File: src/rtl/mem_cache_pkg.sv
// mem_cache_pkg: shared types and geometry for the direct-mapped data cache controller.
//   state_e       FSM state encoding used by mem_cache_ctrl
//   INDEX_W/TAG_W/LINES, index/tag bit positions, and address helpers
package mem_cache_pkg;

  localparam int unsigned INDEX_W   = 6;
  localparam int unsigned TAG_W     = 9;
  localparam int unsigned LINES     = 64;
  localparam int unsigned INDEX_LSB = 1;
  localparam int unsigned INDEX_MSB = 6;
  localparam int unsigned TAG_LSB   = 7;
  localparam int unsigned TAG_MSB   = 15;

  typedef enum logic [2:0] {
    StIdle,
    StCompare,
    StWriteback,
    StAllocate,
    StFill
  } state_e;

  function automatic logic [INDEX_W-1:0] addr_index(input logic [15:0] addr);
    return addr[INDEX_MSB:INDEX_LSB];
  endfunction

  function automatic logic [TAG_W-1:0] addr_tag(input logic [15:0] addr);
    return addr[TAG_MSB:TAG_LSB];
  endfunction

endpackage

File: src/rtl/mem_cache_ctrl_if.sv
// mem_cache_ctrl_if: processor-side request bus plus backing-memory bus of the cache controller.
//   slave  : view taken by mem_cache_ctrl (requests/mem responses in, results/mem strobes out)
//   master : view taken by the processor / memory environment
interface mem_cache_ctrl_if;
  logic [15:0] Addr;
  logic [15:0] DataIn;
  logic        Rd;
  logic        Wr;
  logic [15:0] DataOut;
  logic        Done;
  logic        Stall;
  logic        CacheHit;
  logic        err;
  logic [15:0] mem_addr;
  logic [15:0] mem_wdata;
  logic        mem_rd;
  logic        mem_wr;
  logic [15:0] mem_rdata;
  logic        mem_ack;

  modport slave (
    input  Addr, DataIn, Rd, Wr, mem_rdata, mem_ack,
    output DataOut, Done, Stall, CacheHit, err, mem_addr, mem_wdata, mem_rd, mem_wr
  );

  modport master (
    output Addr, DataIn, Rd, Wr, mem_rdata, mem_ack,
    input  DataOut, Done, Stall, CacheHit, err, mem_addr, mem_wdata, mem_rd, mem_wr
  );
endinterface

File: src/rtl/cache_array.sv
// cache_array: valid/dirty/tag/data storage for 64 one-word lines.
//   clk, rst          clock, asynchronous active-high reset (clears valid and dirty only)
//   rd_index -> rd_*  combinational read port
//   wr_en, wr_*       synchronous write port; a write always marks the line valid
module cache_array import mem_cache_pkg::*; (
  input  logic               clk,
  input  logic               rst,
  input  logic [INDEX_W-1:0] rd_index,
  output logic               rd_valid,
  output logic               rd_dirty,
  output logic [TAG_W-1:0]   rd_tag,
  output logic [15:0]        rd_data,
  input  logic               wr_en,
  input  logic [INDEX_W-1:0] wr_index,
  input  logic               wr_dirty,
  input  logic [TAG_W-1:0]   wr_tag,
  input  logic [15:0]        wr_data
);

  logic [LINES-1:0] valid_q;
  logic [LINES-1:0] dirty_q;
  logic [TAG_W-1:0] tag_q  [LINES];
  logic [15:0]      data_q [LINES];

  always_ff @(posedge clk or posedge rst) begin
    if (rst) begin
      valid_q <= '0;
      dirty_q <= '0;
    end else if (wr_en) begin
      valid_q[wr_index] <= 1'b1;
      dirty_q[wr_index] <= wr_dirty;
    end
  end

  // Tag and data are meaningless until valid is set, so they carry no reset.
  always_ff @(posedge clk) begin
    if (wr_en) begin
      tag_q[wr_index]  <= wr_tag;
      data_q[wr_index] <= wr_data;
    end
  end

  assign rd_valid = valid_q[rd_index];
  assign rd_dirty = dirty_q[rd_index];
  assign rd_tag   = tag_q[rd_index];
  assign rd_data  = data_q[rd_index];

endmodule

File: src/rtl/mem_cache_ctrl.sv
// mem_cache_ctrl: direct-mapped, write-back, write-allocate cache controller (64 x 16-bit lines).
//   clk, rst   clock, asynchronous active-high reset
//   bus        mem_cache_ctrl_if.slave: processor request/response and backing-memory handshake
//   hit_count, miss_count  saturating completion counters, present only with CACHE_STATS_EN
module mem_cache_ctrl import mem_cache_pkg::*; (
  input  logic                  clk,
  input  logic                  rst,
  mem_cache_ctrl_if.slave       bus
`ifdef CACHE_STATS_EN
  ,
  output logic [15:0]           hit_count,
  output logic [15:0]           miss_count
`endif
);

  state_e state_q, state_d;
  logic [15:0] addr_q, din_q, fill_q;
  logic        wr_q;

  logic               rd_valid, rd_dirty;
  logic [TAG_W-1:0]   rd_tag;
  logic [15:0]        rd_data;
  logic               wr_en, wr_dirty;
  logic [15:0]        wr_data;
  logic [INDEX_W-1:0] index;
  logic [TAG_W-1:0]   tag;

  logic        latch, hit, req_ok, req_bad;
  logic        done, cache_hit, stall, err;
  logic        mem_rd, mem_wr;
  logic [15:0] data_out, mem_addr, mem_wdata;

  assign index   = addr_index(addr_q);
  assign tag     = addr_tag(addr_q);
  assign hit     = rd_valid && (rd_tag == tag);
  assign req_ok  = (bus.Rd ^ bus.Wr) && !bus.Addr[0];
  assign req_bad = (bus.Rd || bus.Wr) && ((bus.Rd && bus.Wr) || bus.Addr[0]);

  cache_array u_array (
    .clk      (clk),
    .rst      (rst),
    .rd_index (index),
    .rd_valid (rd_valid),
    .rd_dirty (rd_dirty),
    .rd_tag   (rd_tag),
    .rd_data  (rd_data),
    .wr_en    (wr_en),
    .wr_index (index),
    .wr_dirty (wr_dirty),
    .wr_tag   (tag),
    .wr_data  (wr_data)
  );

  always_ff @(posedge clk or posedge rst) begin
    if (rst) begin
      state_q <= StIdle;
      addr_q  <= '0;
      din_q   <= '0;
      wr_q    <= 1'b0;
      fill_q  <= '0;
    end else begin
      state_q <= state_d;
      if (latch) begin
        addr_q <= bus.Addr;
        din_q  <= bus.DataIn;
        wr_q   <= bus.Wr;
      end
      if (state_q == StAllocate && bus.mem_ack) begin
        fill_q <= bus.mem_rdata;
      end
    end
  end

  always_comb begin
    state_d   = state_q;
    latch     = 1'b0;
    done      = 1'b0;
    cache_hit = 1'b0;
    stall     = 1'b1;
    err       = 1'b0;
    data_out  = '0;
    mem_rd    = 1'b0;
    mem_wr    = 1'b0;
    mem_addr  = '0;
    mem_wdata = '0;
    wr_en     = 1'b0;
    wr_dirty  = 1'b0;
    wr_data   = fill_q;
    unique case (state_q)
      StIdle: begin
        stall = 1'b0;
        if (req_ok) begin
          latch   = 1'b1;
          state_d = StCompare;
        end else begin
          // err is combinational; keep it quiet while reset holds the FSM in idle
          err = req_bad && !rst;
        end
      end
      StCompare: begin
        if (hit) begin
          done      = 1'b1;
          cache_hit = 1'b1;
          stall     = 1'b0;
          data_out  = rd_data;
          if (wr_q) begin
            wr_en    = 1'b1;
            wr_dirty = 1'b1;
            wr_data  = din_q;
          end
          state_d = StIdle;
        end else if (rd_valid && rd_dirty) begin
          state_d = StWriteback;
        end else begin
          state_d = StAllocate;
        end
      end
      StWriteback: begin
        mem_wr    = 1'b1;
        mem_addr  = {rd_tag, index, 1'b0};
        mem_wdata = rd_data;
        if (bus.mem_ack) state_d = StAllocate;
      end
      StAllocate: begin
        mem_rd   = 1'b1;
        // addr_q[0] is always 0: misaligned requests are never latched
        mem_addr = addr_q;
        if (bus.mem_ack) state_d = StFill;
      end
      StFill: begin
        wr_en    = 1'b1;
        wr_dirty = wr_q;
        wr_data  = wr_q ? din_q : fill_q;
        done     = 1'b1;
        stall    = 1'b0;
        data_out = wr_data;
        state_d  = StIdle;
      end
      default: state_d = StIdle;
    endcase
  end

  assign bus.Done      = done;
  assign bus.CacheHit  = cache_hit;
  assign bus.Stall     = stall;
  assign bus.err       = err;
  assign bus.DataOut   = data_out;
  assign bus.mem_rd    = mem_rd;
  assign bus.mem_wr    = mem_wr;
  assign bus.mem_addr  = mem_addr;
  assign bus.mem_wdata = mem_wdata;

`ifdef CACHE_STATS_EN
  always_ff @(posedge clk or posedge rst) begin
    if (rst) begin
      hit_count  <= '0;
      miss_count <= '0;
    end else if (done) begin
      if (cache_hit) begin
        if (hit_count != 16'hFFFF) hit_count <= hit_count + 16'd1;
      end else begin
        if (miss_count != 16'hFFFF) miss_count <= miss_count + 16'd1;
      end
    end
  end
`endif

endmodule

File: src/flat_wrapper.sv
// flat-port wrapper written by rule: the top's interface ports become plain ports
module mem_cache_ctrl_flat import mem_cache_pkg::*;
  (clk, rst, bus_Addr, bus_DataIn, bus_Rd, bus_Wr, bus_mem_rdata, bus_mem_ack, bus_DataOut, bus_Done, bus_Stall, bus_CacheHit, bus_err, bus_mem_addr, bus_mem_wdata, bus_mem_rd, bus_mem_wr);
  mem_cache_ctrl_if bus_i ();
  input  logic clk;
  input  logic rst;
  input wire logic [$bits(bus_i.Addr)-1:0] bus_Addr;
  input wire logic [$bits(bus_i.DataIn)-1:0] bus_DataIn;
  input wire logic [$bits(bus_i.Rd)-1:0] bus_Rd;
  input wire logic [$bits(bus_i.Wr)-1:0] bus_Wr;
  input wire logic [$bits(bus_i.mem_rdata)-1:0] bus_mem_rdata;
  input wire logic [$bits(bus_i.mem_ack)-1:0] bus_mem_ack;
  output wire logic [$bits(bus_i.DataOut)-1:0] bus_DataOut;
  output wire logic [$bits(bus_i.Done)-1:0] bus_Done;
  output wire logic [$bits(bus_i.Stall)-1:0] bus_Stall;
  output wire logic [$bits(bus_i.CacheHit)-1:0] bus_CacheHit;
  output wire logic [$bits(bus_i.err)-1:0] bus_err;
  output wire logic [$bits(bus_i.mem_addr)-1:0] bus_mem_addr;
  output wire logic [$bits(bus_i.mem_wdata)-1:0] bus_mem_wdata;
  output wire logic [$bits(bus_i.mem_rd)-1:0] bus_mem_rd;
  output wire logic [$bits(bus_i.mem_wr)-1:0] bus_mem_wr;
  assign bus_i.Addr = bus_Addr;
  assign bus_i.DataIn = bus_DataIn;
  assign bus_i.Rd = bus_Rd;
  assign bus_i.Wr = bus_Wr;
  assign bus_i.mem_rdata = bus_mem_rdata;
  assign bus_i.mem_ack = bus_mem_ack;
  assign bus_DataOut = bus_i.DataOut;
  assign bus_Done = bus_i.Done;
  assign bus_Stall = bus_i.Stall;
  assign bus_CacheHit = bus_i.CacheHit;
  assign bus_err = bus_i.err;
  assign bus_mem_addr = bus_i.mem_addr;
  assign bus_mem_wdata = bus_i.mem_wdata;
  assign bus_mem_rd = bus_i.mem_rd;
  assign bus_mem_wr = bus_i.mem_wr;
  mem_cache_ctrl u_core (.clk(clk), .rst(rst), .bus(bus_i));
endmodule
File: config.mk
export PLATFORM = sky130hd
export DESIGN_NAME = mem_cache_ctrl_flat
export DESIGN_NICKNAME = d
export VERILOG_FILES = /design/src/rtl/mem_cache_pkg.sv /design/src/rtl/mem_cache_ctrl_if.sv /design/src/rtl/cache_array.sv /design/src/rtl/mem_cache_ctrl.sv /design/src/flat_wrapper.sv
export SDC_FILE = /design/constraint.sdc
export NUM_CORES = 2
export LEC_CHECK = 0
export ABC_AREA = 1
export BUFFER_PORTS_ARGS = -buffer_cell sky130_fd_sc_hd__buf_4
export CAP_MARGIN = 0
export CORE_ASPECT_RATIO = 0.5
export CORE_MARGIN = 2
export CORE_UTILIZATION = 50
export DETAILED_ROUTE_END_ITERATION = 16
export PLACE_DENSITY = 0.79
export SLEW_MARGIN = 20
export SYNTH_ARGS = -nofsm -noshare
export SYNTH_HDL_FRONTEND = slang
export SYNTH_HIERARCHICAL = 1
export SYNTH_SLANG_ARGS = --single-unit
File: constraint.sdc
create_clock -name clk -period 4.91 [get_ports clk]
set_clock_uncertainty 0.1 [all_clocks]
set_input_delay 0.2455 -clock clk [delete_from_list [all_inputs] [get_ports clk]]
set_output_delay 0.2455 -clock clk [all_outputs]
set_load 0.05 [all_outputs]
Word-level counts from Yosys, hierarchy flattened
Memory sizes are Yosys's and may differ from the RTL's.
Index checks and enable logic that the tools add are counted.

word-level totals
  output and inout bits = 54
  word-level logic and storage cells = 73
  input port bits = 53
  memories kept = 2
  flip-flop bits (word level) = 180
  bits in writable memories = 1600

operators by class
  reductions and logical operators = 15
  order comparisons = 2
  bitwise operators = 2
  equality and inequality tests = 8
  multiplexer cells = 37

memories
  memory                 words  bits a word  rd ports  clocked after Yosys merged registers in  wr ports  line               source
  u_core.u_array.data_q  64     16           1         0                                        1         cache_array.sv:23  logic [15:0] data_q [LINES];
  u_core.u_array.tag_q   64     9            1         0                                        1         cache_array.sv:22  logic [TAG_W-1:0] tag_q [LINES];

operator list
  kind                                                                           number
  16-bit one-hot mux with 2 select lines                                         3
  64-bit bitwise mux                                                             1
  16-bit two-way mux                                                             4
  64-bit OR                                                                      1
  1-bit two-way mux                                                              17
  1-bit binary-select mux with 6-bit select                                      2
  3-bit two-way mux                                                              4
  3-bit one-hot mux with 4 select lines                                          1
  9-bit == test                                                                  1
  1-bit logical AND                                                              8
  1-bit one-hot mux with 2 select lines                                          4
  6-bit by 7-bit less-than comparator with 1-bit output (second input constant)  1
  1-bit demux with 6-bit select                                                  1
  3-bit by 2-bit == test with 1-bit output (second input constant)               2
  6-bit by 1-bit >= comparator with 1-bit output (second input constant)         1
  2-bit != test (second input constant)                                          2
  3-bit by 1-bit == test with 1-bit output (second input constant)               1
  3-bit == test (second input constant)                                          1
  3-bit logical NOT                                                              1
  3-bit AND reduction                                                            1
  1-bit logical NOT                                                              2
  1-bit logical OR                                                               2
  2-bit by 1-bit != test with 1-bit output (second input constant)               1
  2-bit OR reduction                                                             1
  1-bit bitwise XOR                                                              1

Logic depth before layout (Yosys ltp)
  word-level depth = 7
  gate-level depth with buffers = 27
  mapped depth without buffers = 23

By module
Netlist, hierarchy kept.

modules (own cells, without submodules)
  module          instances  area each (µm²)  cells each
  cache_array     1          70941.8          6081
  mem_cache_ctrl  1          3134.3           479

Least setup slack after synthesis
OpenSTA, ideal clock, no wires.

  path type = flip-flop to flip-flop
  start = register u_core.addr_q[2]
  end = memory u_core.u_array.data_q[0][15], data pin
  library setup time = 0.702 ns
  cell stages (with the launch flop) = 21
  slack = -0.442 ns
  data required time = 4.108 ns
  arrival = 4.551 ns
  cells stage by stage = dfrtp_1 buf_4 inv_4 buf_2 buf_2 nand3_1 nand3_1 nand2_1 nand2_1 nand3_1 nand3_1 nand2_1 inv_1 nand2_1 nand2_1 nor2_1 nand2_1 nor2_2 nand3_2 nand2_4 o21ai_0

on the way
  longest elaborated chain between the ends = 5

RTL lines
  item                                    line                   source
  start, declared                         mem_cache_ctrl.sv:17   logic [15:0] addr_q, din_q, fill_q;
  start signal, assigned                  mem_cache_ctrl.sv:64   addr_q <= bus.Addr;
  memory 64 x 9 bit                       --
  net u_core.rd_tag[0]                    mem_cache_ctrl.sv:21   logic [TAG_W-1:0] rd_tag;
  9-bit == test                           mem_cache_ctrl.sv:35   assign hit = rd_valid && (rd_tag == tag);
  1-bit logical AND                       mem_cache_ctrl.sv:35
  16-bit two-way mux                      mem_cache_ctrl.sv:101  if (hit) begin
  16-bit one-hot mux with 2 select lines  mem_cache_ctrl.sv:89   unique case (state_q)
  net u_core.wr_data[15]                  mem_cache_ctrl.sv:24   logic [15:0] wr_data;
  end, declared                           cache_array.sv:23

The timed path passes the listed nets, and every way through them passes these cells. The select of a mux whose other input is x is not followed.

Worst setup path in the final report
  start = register u_core.addr_q[1]
  end = output port bus_DataOut[6]

on the way
  longest elaborated chain between the ends = 5

RTL lines
  item                                    line                   source
  memory 64 x 9 bit                       --
  net u_core.rd_tag[1]                    mem_cache_ctrl.sv:21
  9-bit == test                           mem_cache_ctrl.sv:35
  1-bit logical AND                       mem_cache_ctrl.sv:35
  16-bit two-way mux                      mem_cache_ctrl.sv:101
  16-bit one-hot mux with 2 select lines  mem_cache_ctrl.sv:89
  end, declared                           flat_wrapper.sv:13     output wire logic [$bits(bus_i.DataOut)-1:0] bus_DataOut;

The timed path passes the listed nets, and every way through them passes these cells. The select of a mux whose other input is x is not followed.

==> results_dict.tcl <==
set metrics [dict create \
    remaining_drc_errors 0 \
    timing.hold.ws_ps 112.3 \
    proportion_of_layout_cells_with_a_drive_suffix_above_1_pct 11.63 \
    cts_made_buffers 155 \
    p_leak_uw 0.03220 \
    timing.max_cap.violations 0 \
    ys_async_sr_fraction_pct 10.11 \
    mostFrequentLayoutCell "sky130_fd_sc_hd__nand2_1" \
    initialDrtViolationCount 9157 \
    grt_remaining_overflow 0 \
    yosys_register_bits 1780 \
    numClockSinks 1780 \
    tns_ps 0 \
    endpoint_kind "output pin" \
    timing.hold.worst.class "primary input to flip-flop" \
    initial_antenna_violation_count 12 \
    timing_worst_slew_pin_value_ps 1037 \
    dr.pass1.iters 9 \
    gp_routability_congestion 0.9595 \
    ys_seq_area_share_pct 70.94 \
    worstSetupPathType "flip-flop to output pin" \
    critPathLaunchType "flip-flop" \
    synth_enable_flop_cells 1600 \
    htree_levels 4 \
    syn_nets 6615 \
    maxUsedRoutingLayer "met5" \
    die_x_um 548.3 \
    routedWlPerCell_um 24.31 \
    clock_tree_from_tritoncts "done" \
    dpl-instance-area_um2 78460 \
    rsz0062_at_grt "false" \
    clkLatencyLatePin_ps 800 \
    critPathArrivalTime_ps 4400 \
    floorplan.initialDensity_pct 50.59 \
    synth.yosys.warnings 6 \
    max_clock_freq_mhz 210.7 \
    worst-endpoint-required_ps 4560 \
    drt-total-wl_mm 216.1 \
    report.final.slew_viol_count 0 \
    clk_root_buffer_cell "sky130_fd_sc_hd__clkbuf_16" \
    grt_max_degree 117 \
    die_height_um 276.2 \
    finalNetCount 6842 \
    final.period_utilization_pct 96.68 \
    final_antenna_net_count 0 \
    met2_wire_length_mm 95.97 \
    floorplan.core_area_um2 146400 \
    vias_per_cell 6.009 \
    grt_pass1_vias 50070 \
    flow.area_growth_from_synthesis_pct 14.35 \
    number_of_port_buffers 106 \
    synthFlopType "sky130_fd_sc_hd__edfxtp_1" \
    cts.clk_slew.worst_paths_ps 70 \
    grt_usage_pct 27.44 \
    wl_met3_mm 32.03 \
    detailed_place_hpwl_mm 122.8 \
    synth_area_um2 74080 \
    finalWorstPathRequiredPeriod_ps 4747 \
    synth_cell_type_count 31 \
    final.fill_count 11030 \
    dp_worst_setup_slack_ps 161.1 \
    layout_setup_ws_ps 163.1 \
    post-route-cell-area_um2 84710 \
    setup_viol 0 \
    instance_count_of_the_mapped_netlist 6560 \
    status "finished clean" \
    finish.utilization_pct 57.85 \
    placementRows 99 \
    grt_first_pass_wirelength_mm 311.7 \
    max-slew-margin-rel_pct 30.89 \
    final_hold_viol_count 0 \
    clk_path_buf_depth 3 \
    layout_common_cells "sky130_fd_sc_hd__nand2_1 (2383), sky130_fd_sc_hd__edfxtp_1 (1600), sky130_fd_sc_hd__nand3_1 (1467)" \
    num_io_pins 107 \
    wl_met1_mm 77.21 \
    syn_avg_cell_area_um2 11.29 \
    via_count 53430 \
    power_density_nw_per_um2 630.2 \
    vdd_drop_max_mv 0.4178 \
    die-area_um2 151400 \
    cp_max_fo 21 \
]
[sequential cells by signal, summed over array words and instances, names as in the netlist]
name,count
u_core/u_array/dirty_q,64
u_core/state_q,3
u_core/u_array/data_q,1024
u_core/din_q,16
u_core/u_array/valid_q,64
u_core/wr_q,1
u_core/addr_q,16
u_core/fill_q,16
u_core/u_array/tag_q,576
[power breakdown]
group	leakage [uW]	switching, uW	total [uW]	internal, uW
clock network	0.00241	5530	12100	6520
registers	0.0169	464	19400	18900
logic	0.0128	16200	21900	5760
[what timing repair did]
action                     4_1_cts  5_1_grt
setup endpoints to repair        7      395
buffers inserted                 4       11
hold buffers                    71        0
hold endpoints to repair       180        0
resized for setup                0       32
gates cloned                     2       10
[cell type report]
class | count | area (um^2) | share of cell area (%)
Timing Repair inverter | 4 | 47.55 | 0.05613
Multi-Input combinational cell | 4275 | 18660 | 22.03
Tap cell | 1969 | 2464 | 2.908
Timing Repair Buffer | 466 | 5539 | 6.539
Clock inverter | 67 | 564.3 | 0.6662
Sequential cell | 1780 | 52580 | 62.07
Clock buffer | 222 | 4375 | 5.166
Inverter | 105 | 470.5 | 0.5554
Antenna cell | 3 | 7.507 | 0.008863
[logic make-up after synthesis]
group	after synthesis	synth area share (%)
xor gates and xnor gates	2	0.02365
adders and majority gates	2	0.03378
AOI/OAI and AO/OA	119	0.8141
and+or+nand+nor	4152	23.93
DFF	1780	70.94
buffers and inverters	505	4.255
[critical path: stages, from the launching register on]
cell and delay (ps):
sky130_fd_sc_hd__dfrtp_4 490, sky130_fd_sc_hd__buf_12 170, sky130_fd_sc_hd__buf_12 150, sky130_fd_sc_hd__inv_8 180
sky130_fd_sc_hd__buf_4 250, sky130_fd_sc_hd__nand2_1 70, sky130_fd_sc_hd__nand3_1 70, sky130_fd_sc_hd__nand3_1 90
sky130_fd_sc_hd__nand2_1 130, sky130_fd_sc_hd__nand2_1 110, sky130_fd_sc_hd__nand3_1 120, sky130_fd_sc_hd__nand3_1 150
sky130_fd_sc_hd__nand2_1 160, sky130_fd_sc_hd__inv_1 90, sky130_fd_sc_hd__nand2_1 70, sky130_fd_sc_hd__nand2_1 50
sky130_fd_sc_hd__nor2_1 100, sky130_fd_sc_hd__nand2_1 80, sky130_fd_sc_hd__nor2_2 120, sky130_fd_sc_hd__nand3_2 80
sky130_fd_sc_hd__buf_4 230, sky130_fd_sc_hd__buf_4 230, sky130_fd_sc_hd__o21ai_1 180, sky130_fd_sc_hd__buf_4 230
[metrics by stage]
stage / total power, uW / std cells
floorplan: 32240 / 6560
global placement: 39330 / 8501
detailed placement: 39740 / 8501
CTS: 51900 / 8867
global route: 55080 / 8889
finish: 53380 / 8891
[Yosys cell counts, types with 3 or more instances]
library cell | n | area share (%)
sky130_fd_sc_hd__nand2_1 | 2400 | 12
sky130_fd_sc_hd__edfxtp_1 | 1600 | 65
sky130_fd_sc_hd__nand3_1 | 1474 | 10
sky130_fd_sc_hd__buf_2 | 209 | 1.4
sky130_fd_sc_hd__dfrtp_1 | 180 | 6.1
sky130_fd_sc_hd__nor2_1 | 169 | 0.86
sky130_fd_sc_hd__buf_6 | 117 | 1.8
sky130_fd_sc_hd__inv_1 | 88 | 0.45
sky130_fd_sc_hd__or2_2 | 64 | 0.54
sky130_fd_sc_hd__a21oi_1 | 55 | 0.37
sky130_fd_sc_hd__o21ai_0 | 39 | 0.26
sky130_fd_sc_hd__clkbuf_1 | 30 | 0.15
sky130_fd_sc_hd__buf_1 | 21 | 0.11
sky130_fd_sc_hd__buf_4 | 21 | 0.21
sky130_fd_sc_hd__nor2_2 | 20 | 0.17
sky130_fd_sc_hd__o21ai_1 | 19 | 0.13
sky130_fd_sc_hd__inv_2 | 14 | 0.071
sky130_fd_sc_hd__nor3_1 | 14 | 0.095
sky130_fd_sc_hd__o22ai_1 | 6 | 0.051
sky130_fd_sc_hd__nor3_2 | 4 | 0.054
sky130_fd_sc_hd__nor2_4 | 3 | 0.046
[layer usage]
| metal | vias to the layer above | global-route usage, % |
|---|---|---|
| met5 | - | 0 |
| met4 | 4 | 13.63 |
| met3 | 586 | 7.667 |
| met2 | 3993 | 40.95 |
| met1 | 25720 | 37.07 |
| li1 | 23130 | - |
[final timing paths]
check / start / endpoint / slack [ps] / depth (start not counted)
hold / removal: bus_mem_rdata[0] / u_core/fill_q[0] / 110 / 4
setup / recovery: u_core/addr_q[1] / bus_DataOut[6] / 160 / 23
min in group asynchronous: rst / u_core/fill_q[1] / 190 / 4
max in group asynchronous: rst / u_core/u_array/valid_q[45] / 3400 / 4
hold reg to reg: u_core/u_array/valid_q[12] / u_core/u_array/valid_q[12] / 370 / 1
setup reg to reg: u_core/addr_q[1] / u_core/u_array/data_q[23][5] / 230 / 26
(Power assumes the default switching activity.)
